### src/rtl/decode_ctrl_queue_pkg.sv
// Shared types for the decode queue: control word, mux selects, ALU/compare ops, opcodes, immediate formats.
package decode_ctrl_queue_pkg;

   typedef enum logic [2:0] {
      ALU_ADD = 3'd0, ALU_SLL = 3'd1, ALU_SRA = 3'd2, ALU_SUB = 3'd3,
      ALU_XOR = 3'd4, ALU_SRL = 3'd5, ALU_OR  = 3'd6, ALU_AND = 3'd7
   } alu_ops_t;

   typedef enum logic [2:0] {
      CMP_BEQ = 3'd0, CMP_BNE = 3'd1, CMP_BLT = 3'd4,
      CMP_BGE = 3'd5, CMP_BLTU = 3'd6, CMP_BGEU = 3'd7
   } branch_funct3_t;

   typedef enum logic [0:0] {AM1_RS1_OUT = 1'b0, AM1_PC_OUT = 1'b1} alumux1_t;

   typedef enum logic [2:0] {
      AM2_I_IMM = 3'd0, AM2_U_IMM = 3'd1, AM2_B_IMM = 3'd2,
      AM2_S_IMM = 3'd3, AM2_J_IMM = 3'd4, AM2_RS2_OUT = 3'd5
   } alumux2_t;

   typedef enum logic [0:0] {CMPMUX_RS2_OUT = 1'b0, CMPMUX_I_IMM = 1'b1} cmpmux_t;

   typedef enum logic [2:0] {
      RF_ALU_OUT = 3'd0, RF_BR_EN = 3'd1, RF_U_IMM = 3'd2,
      RF_MDR = 3'd3, RF_PC_PLUS4 = 3'd4, RF_MULDIV_OUT = 3'd5
   } regfilemux_t;

   typedef enum logic [6:0] {
      OP_LUI = 7'b0110111, OP_AUIPC = 7'b0010111, OP_JAL = 7'b1101111,
      OP_JALR = 7'b1100111, OP_BR = 7'b1100011, OP_LOAD = 7'b0000011,
      OP_STORE = 7'b0100011, OP_IMM = 7'b0010011, OP_REG = 7'b0110011
   } opcode_t;

   typedef enum logic [2:0] {FMT_NONE, FMT_I, FMT_S, FMT_B, FMT_U, FMT_J} imm_fmt_t;

   typedef struct packed {
      logic           regfile_ld;
      alumux1_t       alumux1;
      alumux2_t       alumux2;
      cmpmux_t        cmpmux;
      regfilemux_t    regfilemux;
      logic           dcache_read;
      logic           dcache_write;
      alu_ops_t       aluop;
      branch_funct3_t cmpop;
      logic           muldiv_en;
      logic [2:0]     muldiv_op;
   } ctrl_word_t;

   // Every field's zero encoding is the default selection, so an all-zero word is the default word.
   localparam ctrl_word_t CTRL_DEFAULT = '{
      regfile_ld: 1'b0, alumux1: AM1_RS1_OUT, alumux2: AM2_I_IMM, cmpmux: CMPMUX_RS2_OUT,
      regfilemux: RF_ALU_OUT, dcache_read: 1'b0, dcache_write: 1'b0, aluop: ALU_ADD,
      cmpop: CMP_BEQ, muldiv_en: 1'b0, muldiv_op: 3'd0
   };

   localparam logic [2:0] F3_ADD  = 3'b000;
   localparam logic [2:0] F3_SLT  = 3'b010;
   localparam logic [2:0] F3_SLTU = 3'b011;
   localparam logic [2:0] F3_SR   = 3'b101;
   localparam logic [6:0] F7_BASE   = 7'h00;
   localparam logic [6:0] F7_ALT    = 7'h20;
   localparam logic [6:0] F7_MULDIV = 7'h01;

endpackage

### src/rtl/decode_ctrl_queue_if.sv
// Fetch-side and execute-side handshake bundle of the decode queue.
interface decode_ctrl_queue_if import decode_ctrl_queue_pkg::*; #(parameter int XLEN = 32) ();
   logic            in_valid;
   logic            in_ready;
   logic [31:0]     in_instr;
   logic [XLEN-1:0] in_pc;
   logic            flush;
   logic            out_valid;
   logic            out_ready;
   ctrl_word_t      out_ctrl;
   logic [XLEN-1:0] out_pc;
   logic [4:0]      out_rs1;
   logic [4:0]      out_rs2;
   logic [4:0]      out_rd;
   logic [XLEN-1:0] out_imm;
   logic            out_illegal;

   modport master (
      output in_valid, in_instr, in_pc, flush, out_ready,
      input  in_ready, out_valid, out_ctrl, out_pc, out_rs1, out_rs2, out_rd, out_imm, out_illegal
   );
   modport slave (
      input  in_valid, in_instr, in_pc, flush, out_ready,
      output in_ready, out_valid, out_ctrl, out_pc, out_rs1, out_rs2, out_rd, out_imm, out_illegal
   );
endinterface

### src/rtl/decode_ctrl_queue_rom.sv
// Combinational RV32I instruction decoder (module decode_ctrl_rom).
// Define DECODE_RV32M_EN to decode the RV32M multiply/divide group.
module decode_ctrl_rom import decode_ctrl_queue_pkg::*; #(parameter int XLEN = 32) (
   input  logic [31:0]     instr,
   output ctrl_word_t      ctrl,
   output logic [4:0]      rs1,
   output logic [4:0]      rs2,
   output logic [4:0]      rd,
   output logic [XLEN-1:0] imm,
   output logic            illegal
);
   logic [2:0]         funct3_s;
   logic [6:0]         funct7_s;
   imm_fmt_t           fmt_s;
   logic signed [31:0] imm32_s;

   assign funct3_s = instr[14:12];
   assign funct7_s = instr[31:25];
   assign rs1      = instr[19:15];
   assign rs2      = instr[24:20];
   assign rd       = instr[11:7];

   // Control word and immediate format from opcode/funct fields
   always_comb begin
      ctrl    = CTRL_DEFAULT;
      illegal = 1'b0;
      fmt_s   = FMT_NONE;
      case (opcode_t'(instr[6:0]))
         OP_LUI: begin
            ctrl.regfile_ld = 1'b1; ctrl.regfilemux = RF_U_IMM; fmt_s = FMT_U;
         end
         OP_AUIPC: begin
            ctrl.alumux1 = AM1_PC_OUT; ctrl.alumux2 = AM2_U_IMM; ctrl.regfile_ld = 1'b1; fmt_s = FMT_U;
         end
         OP_JAL: begin
            ctrl.alumux1 = AM1_PC_OUT; ctrl.alumux2 = AM2_J_IMM;
            ctrl.regfilemux = RF_PC_PLUS4; ctrl.regfile_ld = 1'b1; fmt_s = FMT_J;
         end
         OP_JALR: begin
            ctrl.regfilemux = RF_PC_PLUS4; ctrl.regfile_ld = 1'b1; fmt_s = FMT_I;
         end
         OP_BR: begin
            ctrl.alumux1 = AM1_PC_OUT; ctrl.alumux2 = AM2_B_IMM;
            ctrl.cmpop = branch_funct3_t'(funct3_s); fmt_s = FMT_B;
         end
         OP_LOAD: begin
            ctrl.dcache_read = 1'b1; ctrl.regfilemux = RF_MDR; ctrl.regfile_ld = 1'b1; fmt_s = FMT_I;
         end
         OP_STORE: begin
            ctrl.dcache_write = 1'b1; ctrl.alumux2 = AM2_S_IMM; fmt_s = FMT_S;
         end
         OP_IMM: begin
            ctrl.aluop = alu_ops_t'(funct3_s); ctrl.regfile_ld = 1'b1; fmt_s = FMT_I;
            case (funct3_s)
               F3_SLT:  begin ctrl.cmpop = CMP_BLT;  ctrl.cmpmux = CMPMUX_I_IMM; ctrl.regfilemux = RF_BR_EN; end
               F3_SLTU: begin ctrl.cmpop = CMP_BLTU; ctrl.cmpmux = CMPMUX_I_IMM; ctrl.regfilemux = RF_BR_EN; end
               F3_SR:   ctrl.aluop = funct7_s[5] ? ALU_SRA : ALU_SRL;
               default: ctrl.aluop = alu_ops_t'(funct3_s);
            endcase
         end
         OP_REG: begin
            if ((funct7_s == F7_BASE) || (funct7_s == F7_ALT)) begin
               ctrl.alumux2 = AM2_RS2_OUT; ctrl.regfile_ld = 1'b1; ctrl.aluop = alu_ops_t'(funct3_s);
               case (funct3_s)
                  F3_ADD:  ctrl.aluop = funct7_s[5] ? ALU_SUB : ALU_ADD;
                  F3_SLT:  begin ctrl.cmpop = CMP_BLT;  ctrl.cmpmux = CMPMUX_RS2_OUT; ctrl.regfilemux = RF_BR_EN; end
                  F3_SLTU: begin ctrl.cmpop = CMP_BLTU; ctrl.cmpmux = CMPMUX_RS2_OUT; ctrl.regfilemux = RF_BR_EN; end
                  F3_SR:   ctrl.aluop = funct7_s[5] ? ALU_SRA : ALU_SRL;
                  default: ctrl.aluop = alu_ops_t'(funct3_s);
               endcase
            end else if (funct7_s == F7_MULDIV) begin
`ifdef DECODE_RV32M_EN
               ctrl.muldiv_en = 1'b1; ctrl.muldiv_op = funct3_s;
               ctrl.regfile_ld = 1'b1; ctrl.regfilemux = RF_MULDIV_OUT;
`else
               illegal = 1'b1;
`endif
            end else begin
               illegal = 1'b1;
            end
         end
         default: illegal = 1'b1;
      endcase
      // Writes to x0 are architecturally discarded, so never request them.
      ctrl.regfile_ld = ctrl.regfile_ld & (rd != 5'd0);
   end

   // Immediate assembly per format
   always_comb begin
      case (fmt_s)
         FMT_I:   imm32_s = {{21{instr[31]}}, instr[30:20]};
         FMT_S:   imm32_s = {{21{instr[31]}}, instr[30:25], instr[11:7]};
         FMT_B:   imm32_s = {{20{instr[31]}}, instr[7], instr[30:25], instr[11:8], 1'b0};
         FMT_U:   imm32_s = {instr[31:12], 12'h000};
         FMT_J:   imm32_s = {{12{instr[31]}}, instr[19:12], instr[20], instr[30:21], 1'b0};
         default: imm32_s = 32'sd0;
      endcase
   end

   assign imm = XLEN'(imm32_s);
endmodule

### src/rtl/decode_ctrl_queue.sv
// Decode stage: decodes at enqueue and buffers decoded entries in a DEPTH-entry FIFO.
// DECODE_RV32M_EN (see decode_ctrl_rom) enables RV32M decode.
module decode_ctrl_queue import decode_ctrl_queue_pkg::*; #(
   parameter int XLEN  = 32,
   parameter int DEPTH = 2
) (
   input  logic                clk,
   input  logic                rst,
   decode_ctrl_queue_if.slave  bus
);
   localparam int PTR_W = (DEPTH > 1) ? $clog2(DEPTH) : 1;
   localparam int CNT_W = $clog2(DEPTH + 1);

   typedef struct packed {
      ctrl_word_t      ctrl;
      logic [XLEN-1:0] pc;
      logic [4:0]      rs1;
      logic [4:0]      rs2;
      logic [4:0]      rd;
      logic [XLEN-1:0] imm;
      logic            illegal;
   } entry_t;

   entry_t           mem_r [DEPTH];
   entry_t           dec_s;
   entry_t           head_s;
   logic [PTR_W-1:0] head_r;
   logic [PTR_W-1:0] tail_r;
   logic [CNT_W-1:0] count_r;
   logic             push_s;
   logic             pop_s;

   function automatic logic [PTR_W-1:0] next_ptr(input logic [PTR_W-1:0] p);
      return (p == PTR_W'(DEPTH - 1)) ? {PTR_W{1'b0}} : p + PTR_W'(1);
   endfunction

   decode_ctrl_rom #(.XLEN(XLEN)) u_rom (
      .instr   (bus.in_instr),
      .ctrl    (dec_s.ctrl),
      .rs1     (dec_s.rs1),
      .rs2     (dec_s.rs2),
      .rd      (dec_s.rd),
      .imm     (dec_s.imm),
      .illegal (dec_s.illegal)
   );
   assign dec_s.pc = bus.in_pc;

   // in_ready depends only on occupancy, never on out_ready.
   assign bus.in_ready  = (count_r < CNT_W'(DEPTH));
   assign bus.out_valid = (count_r != {CNT_W{1'b0}});
   assign push_s = bus.in_valid & bus.in_ready & ~bus.flush;
   assign pop_s  = bus.out_valid & bus.out_ready & ~bus.flush;

   // Storage, pointers and occupancy; flush empties the queue but leaves stale slot data
   always_ff @(posedge clk) begin
      if (rst) begin
         head_r  <= {PTR_W{1'b0}};
         tail_r  <= {PTR_W{1'b0}};
         count_r <= {CNT_W{1'b0}};
         for (int i = 0; i < DEPTH; i++) begin
            mem_r[i] <= '0;
         end
      end else if (bus.flush) begin
         head_r  <= {PTR_W{1'b0}};
         tail_r  <= {PTR_W{1'b0}};
         count_r <= {CNT_W{1'b0}};
      end else begin
         if (push_s) begin
            mem_r[tail_r] <= dec_s;
            tail_r        <= next_ptr(tail_r);
         end
         if (pop_s) begin
            head_r <= next_ptr(head_r);
         end
         case ({push_s, pop_s})
            2'b10:   count_r <= count_r + CNT_W'(1);
            2'b01:   count_r <= count_r - CNT_W'(1);
            default: count_r <= count_r;
         endcase
      end
   end

   // Head entry, zeroed while empty so stale slots never leak out
   always_comb begin
      if (bus.out_valid) begin
         head_s = mem_r[head_r];
      end else begin
         head_s = '0;
      end
   end

   assign bus.out_ctrl    = head_s.ctrl;
   assign bus.out_pc      = head_s.pc;
   assign bus.out_rs1     = head_s.rs1;
   assign bus.out_rs2     = head_s.rs2;
   assign bus.out_rd      = head_s.rd;
   assign bus.out_imm     = head_s.imm;
   assign bus.out_illegal = head_s.illegal;
endmodule

### src/flat_wrapper.sv
// flat-port wrapper written by rule: the top's interface ports become plain ports
module decode_ctrl_queue_flat import decode_ctrl_queue_pkg::*;
#(
   parameter int XLEN  = 32,
   parameter int DEPTH = 2
)
  (clk, rst, bus_in_valid, bus_in_instr, bus_in_pc, bus_flush, bus_out_ready, bus_in_ready, bus_out_valid, bus_out_ctrl, bus_out_pc, bus_out_rs1, bus_out_rs2, bus_out_rd, bus_out_imm, bus_out_illegal);
  decode_ctrl_queue_if #(.XLEN(XLEN)) bus_i ();
  input  logic clk;
  input  logic rst;
  input wire logic [$bits(bus_i.in_valid)-1:0] bus_in_valid;
  input wire logic [$bits(bus_i.in_instr)-1:0] bus_in_instr;
  input wire logic [$bits(bus_i.in_pc)-1:0] bus_in_pc;
  input wire logic [$bits(bus_i.flush)-1:0] bus_flush;
  input wire logic [$bits(bus_i.out_ready)-1:0] bus_out_ready;
  output wire logic [$bits(bus_i.in_ready)-1:0] bus_in_ready;
  output wire logic [$bits(bus_i.out_valid)-1:0] bus_out_valid;
  output wire logic [$bits(bus_i.out_ctrl)-1:0] bus_out_ctrl;
  output wire logic [$bits(bus_i.out_pc)-1:0] bus_out_pc;
  output wire logic [$bits(bus_i.out_rs1)-1:0] bus_out_rs1;
  output wire logic [$bits(bus_i.out_rs2)-1:0] bus_out_rs2;
  output wire logic [$bits(bus_i.out_rd)-1:0] bus_out_rd;
  output wire logic [$bits(bus_i.out_imm)-1:0] bus_out_imm;
  output wire logic [$bits(bus_i.out_illegal)-1:0] bus_out_illegal;
  assign bus_i.in_valid = bus_in_valid;
  assign bus_i.in_instr = bus_in_instr;
  assign bus_i.in_pc = bus_in_pc;
  assign bus_i.flush = bus_flush;
  assign bus_i.out_ready = bus_out_ready;
  assign bus_in_ready = bus_i.in_ready;
  assign bus_out_valid = bus_i.out_valid;
  assign bus_out_ctrl = bus_i.out_ctrl;
  assign bus_out_pc = bus_i.out_pc;
  assign bus_out_rs1 = bus_i.out_rs1;
  assign bus_out_rs2 = bus_i.out_rs2;
  assign bus_out_rd = bus_i.out_rd;
  assign bus_out_imm = bus_i.out_imm;
  assign bus_out_illegal = bus_i.out_illegal;
  decode_ctrl_queue #(.XLEN(XLEN), .DEPTH(DEPTH)) u_core (.clk(clk), .rst(rst), .bus(bus_i));
endmodule
### config.mk
export PLATFORM = sky130hd
export DESIGN_NAME = decode_ctrl_queue_flat
export DESIGN_NICKNAME = d
export VERILOG_FILES = /design/src/rtl/decode_ctrl_queue_pkg.sv /design/src/rtl/decode_ctrl_queue_if.sv /design/src/rtl/decode_ctrl_queue_rom.sv /design/src/rtl/decode_ctrl_queue.sv /design/src/flat_wrapper.sv
export SDC_FILE = /design/constraint.sdc
export NUM_CORES = 1
export LEC_CHECK = 0
export BUFFER_PORTS_ARGS = -buffer_cell sky130_fd_sc_hd__clkbuf_2
export CORE_UTILIZATION = 35
export CTS_BUF_LIST = sky130_fd_sc_hd__clkbuf_4 sky130_fd_sc_hd__clkbuf_8
export DETAILED_ROUTE_END_ITERATION = 10
export SETUP_SLACK_MARGIN = 0.15
export SLEW_MARGIN = 5
export SYNTH_ARGS = -nofsm -noshare
export SYNTH_HDL_FRONTEND = slang
export SYNTH_SLANG_ARGS = --single-unit
export TNS_END_PERCENT = 50
### constraint.sdc
create_clock -name clk -period 20.9 [get_ports clk]
set_input_delay 4.18 -clock clk [delete_from_list [all_inputs] [get_ports clk]]
set_output_delay 4.18 -clock clk [all_outputs]
set_load 0.02 [all_outputs]
======== Word-level counts from Yosys, hierarchy flattened ========
Memory sizes are Yosys's and may differ from the RTL's. A register that Yosys moved wholly into a read port is not among the register bits.
Cells that the tools add are included.
Widths: inputs -> output; s select.
word-level totals
  memories ................................ 1
  word-level logic and storage cells ...... 88
  input bits .............................. 69
  output and inout bits ................... 103
  register bits after elaboration ......... 4
  memory bits (writable) .................. 194
memories
  memory        depth  width  read ports  clocked after Yosys merged registers in  write ports  RTL line                 source
  u_core.mem_r  2      97     1           1                                        2            decode_ctrl_queue.sv:24  entry_t mem_r [DEPTH];
cells by class
  muxes and demuxes ....................... 38
  eq/ne operators ......................... 20
  bitwise logic cells ..................... 6
  reduce and logical (&&, ||, !) cells .... 15
  magnitude comparators ................... 1
  $add $sub $neg .......................... 4
operators by type and width
  cell                number
  $pmux 32 s5         1
  $mux 101            1
  $mux 97             1
  $reduce_or 97->1    1
  $pmux 3 s5          3
  $eq 7x6->1 const B  4
  $eq 7x7->1 const B  3
  $mux 1              18
  $pmux 3 s2          3
  $eq 7x5->1 const B  2
  $eq 3x2->1 const B  4
  $eq 3x3->1 const B  3
  $pmux 3 s3          1
  $reduce_or 2->1     4
  $reduce_or 8->1     1
  $eq 7x2->1 const B  1
  $logic_not 7->1     1
  $mux 7              1
  $mux 3              2
  $mux 6              1
  $pmux 1 s2          3
  $reduce_or 3->1     2
  $reduce_or 6->1     1
  $and 1x1->1         5
  other kinds (15)    17

======== Longest topological paths before layout ========
  word-level depth ........................ 9
  gate-level depth with buffers ........... 10
  depth with buffers taken out ............ 9

======== Cells and area by module ========
A second synthesis with hierarchy kept.
second synthesis, totals
  cells, all modules ...................... 835
  area total of the unflattened synthesis .. 10316.1 µm²
by module, submodules not included
  module             instances  area each (µm²)  cells each  seq. area each (µm²)
  decode_ctrl_queue  1          9416.5           703         6165.9
  decode_ctrl_rom    1          899.6            132         0.0

======== Worst setup path after synthesis ========
No wires, ideal clock.
  kind .................................... in2reg
  start ................................... input port bus_flush
  end ..................................... memory u_core.mem_r[0][0] in the netlist's numbering (enable)
  path slack .............................. 11.251 ns
  arrival time ............................ 9.076 ns
  cell stages on the path ................. 5
  cells stage by stage .................... buf_6 inv_1 and3_1 inv_1 o21bai_1
RTL lines
  what         RTL line                 source
  from (decl)  flat_wrapper.sv:14       input wire logic [$bits(bus_i.flush)-1:0] bus_flush;
  to (decl)    decode_ctrl_queue.sv:24

==> impl_metrics.json <==
{
  "status": "finished, final reports clean",
  "synth_area_um2": 9690,
  "final_cell_mix": "edfxtp_1, clkbuf_2, nor2_1",
  "powerDensity_nw_per_um2": 69.5,
  "clockRootBuffer": "clkbuf_8",
  "firstDrtPassIters": 5,
  "routabilityCongestion": 0.779,
  "clock_skew_ns": 0.00975,
  "final_max_slew_viol_count": 0,
  "routed.top_layer": "met5",
  "postCtsSetupBuffers": 0,
  "r2r_cells": 9,
  "place_hpwl_mm": 15.8,
  "cts_hold_buf": 0,
  "synth_area_per_cell_um2": 12.0,
  "crit_cells": 4,
  "grt_pass1_wl_mm": 37.7,
  "drtIter0Drc": 518,
  "path_buf_inv": 2,
  "synth_ff_type": "edfxtp_1",
  "clk_latency_ns": 0.46,
  "timing.final.crit_period_ns": 7.14,
  "cp.required_ns": 16.72,
  "cts_buffer_depth": 2,
  "gr-total-overflow": 0,
  "crit_slowest_cell": "buf_4",
  "rsz0062_at_grt": "false",
  "placed_area_um2": 10800,
  "worst_pin_slew_ns": 1.07,
  "timing.hold.ws_ns": 0.572,
  "startpoint_type": "flop",
  "route.detailed.wl_per_inst_um": 19.0,
  "path_max_fanout": 57,
  "cts-resized-gates": 0,
  "max_freq_mhz": 140,
  "arrival_ns": 2.96,
  "path_class": "reg -> out",
  "multi_input_area_um2": 3490,
  "die_h_um": 168,
  "async_flop_share_pct": 0,
  "path_cells": "buf_4, mux2i_1, nor2_1, clkbuf_2",
  "setup_viol": 0,
  "m1WireLength_mm": 11.4,
  "antenna_found_initial": 1,
  "fin_nets": 1011,
  "slew_headroom_pct": 28.4,
  "detail-route-antenna-nets": 0,
  "clk_pin_slew_ns": 0.10,
  "ys_seq_area_share_pct": 61.2,
  "tritoncts": "built",
  "min_period_over_period_pct": 34.2,
  "wl_met2_mm": 11.3,
  "drt-total-wl_mm": 24.6,
  "drive_gt1_share_pct": 25.1,
  "p_leak_nw": 4.59,
  "path_delay_family": "buffers and inverters",
  "clock-sinks": 199,
  "antennaDiodeCount": 0,
  "die_area_um2": 28400,
  "synthCells": 809,
  "synth_seq_cells": 199,
  "grt_use_total_pct": 17.6,
  "cts_max_level": 4,
  "hp-class": "reg -> reg",
  "final_common_cell": "edfxtp_1",
  "wl_met3_mm": 1.61,
  "yosys_warnings": 0,
  "drc": 0,
  "synth_edf_count": 194,
  "numPortBuffers": 167,
  "nFillCells": 2598,
  "die_x_um": 168,
  "grt_max_degree": 99,
  "maxCapViolCount": 0,
  "cts_made_buffers": 17,
  "viasPerCell": 5.23,
  "coreArea_um2": 27000,
  "final_area_um2": 11200,
  "grt_pass1_vias": 6500,
  "ioPinCount": 172,
  "synth.distinct_cells": 58,
  "ff_latch_area_um2": 5930,
  "syn2layout_area_growth_pct": 15.1,
  "finalHoldViolations": 0,
  "rows": 60,
  "ir_worst_vdd_mv": 0.0286,
  "vias": 6772,
  "hold_depth": 2,
  "tns_ns": 0,
  "cpPeakStageDelay_ns": 0.88,
  "initial_core_util_pct": 35.8,
  "end_kind": "primary output"
}
-- tightest hold or removal path: stages, from the launching register on --
cell,delay [ns]
dfxtp_1,0.34
xor2_1,0.08
nor3_1,0.11
-- cell families (layout without fill, tap and decap cells) --
logic type / count (synthesis) / count (layout) / synth area share (%)
muxes: 97 / 97 / 10.0
adders and majority gates: 1 / 1 / 0.129
AOI/OAI and AO/OA: 66 / 66 / 5.02
buffers and inverters: 70 / 212 / 3.37
xor gates and xnor gates: 5 / 5 / 0.452
and+or+nand+nor: 370 / 370 / 19.8
DFF: 199 / 199 / 61.2
other: 1 / 4 / 0.0387
-- layer usage --
metal / global-route usage, % / vias up
met3: 2.66 / 20
met2: 27.8 / 259
li1: - / 3194
met4: 5.10 / 2
met5: 0 / -
met1: 24.9 / 3297
-- power breakdown --
group | switching (mW) | leakage, nW | internal, mW
sequential | 0.00586 | 2.08 | 0.456
combinational | 0.0470 | 2.32 | 0.0197
clock | 0.147 | 0.189 | 0.0996
-- sequential cells by signal, summed over array words and instances, names as in the netlist, named ones only --
| register | count |
|---|---|
| u_core.count_r | 2 |
| u_core.head_r | 1 |
| u_core.mem_r | 194 |
| u_core.tail_r | 1 |
-- stage by stage --
stage               instances  total power [mW]  setup WS [ns]  utilization (%)
global placement         1263             0.538          14.20             39.8
global route             1295             0.804          13.55             41.3
floorplan                 812             0.511          11.25                -
CTS                      1295             0.784          13.67             41.3
finish                   1295             0.775          13.76             41.3
detailed placement       1263             0.538          14.20             39.8
-- synth_stat cells, types with 5 or more instances --
library cell | number | area [um^2]
a22o_1 | 8 | 70.1
o21ai_0 | 7 | 35.0
a21o_1 | 22 | 165
nand2b_1 | 5 | 31.3
nand3_1 | 15 | 75.1
inv_1 | 5 | 18.8
a21oi_1 | 9 | 45.0
nand2_1 | 55 | 206
dfxtp_1 | 5 | 100
buf_2 | 21 | 105
or2_2 | 7 | 43.8
and2_1 | 17 | 106
clkbuf_1 | 32 | 120
nor2_1 | 126 | 473
buf_4 | 6 | 45.0
edfxtp_1 | 194 | 5830
nor3_1 | 16 | 80.1
mux2i_1 | 97 | 971
and3_1 | 97 | 607
-- layout make-up --
type	count	area share (%)
Tap cell	341	3.83
Sequential cell	199	53.2
Inverter	5	0.168
Multi-Input combinational cell	543	31.3
Clock inverter	15	1.44
Timing Repair Buffer	175	8.03
Clock buffer	17	2.10
-- worst paths after layout --
check	start	endpoint	slack, ns
worst max-delay path	flop	bus_out_imm[4]	13.76
worst min-delay path	u_core.head_r$_SDFFE_PP0P_	u_core.head_r$_SDFFE_PP0P_	0.57
worst max register to register	u_core.count_r[1]$_SDFFE_PP0P_	u_core.count_r[1]$_SDFFE_PP0P_	18.07
worst min register to register	u_core.head_r$_SDFFE_PP0P_	u_core.head_r$_SDFFE_PP0P_	0.57
(Power assumes the default switching activity.)
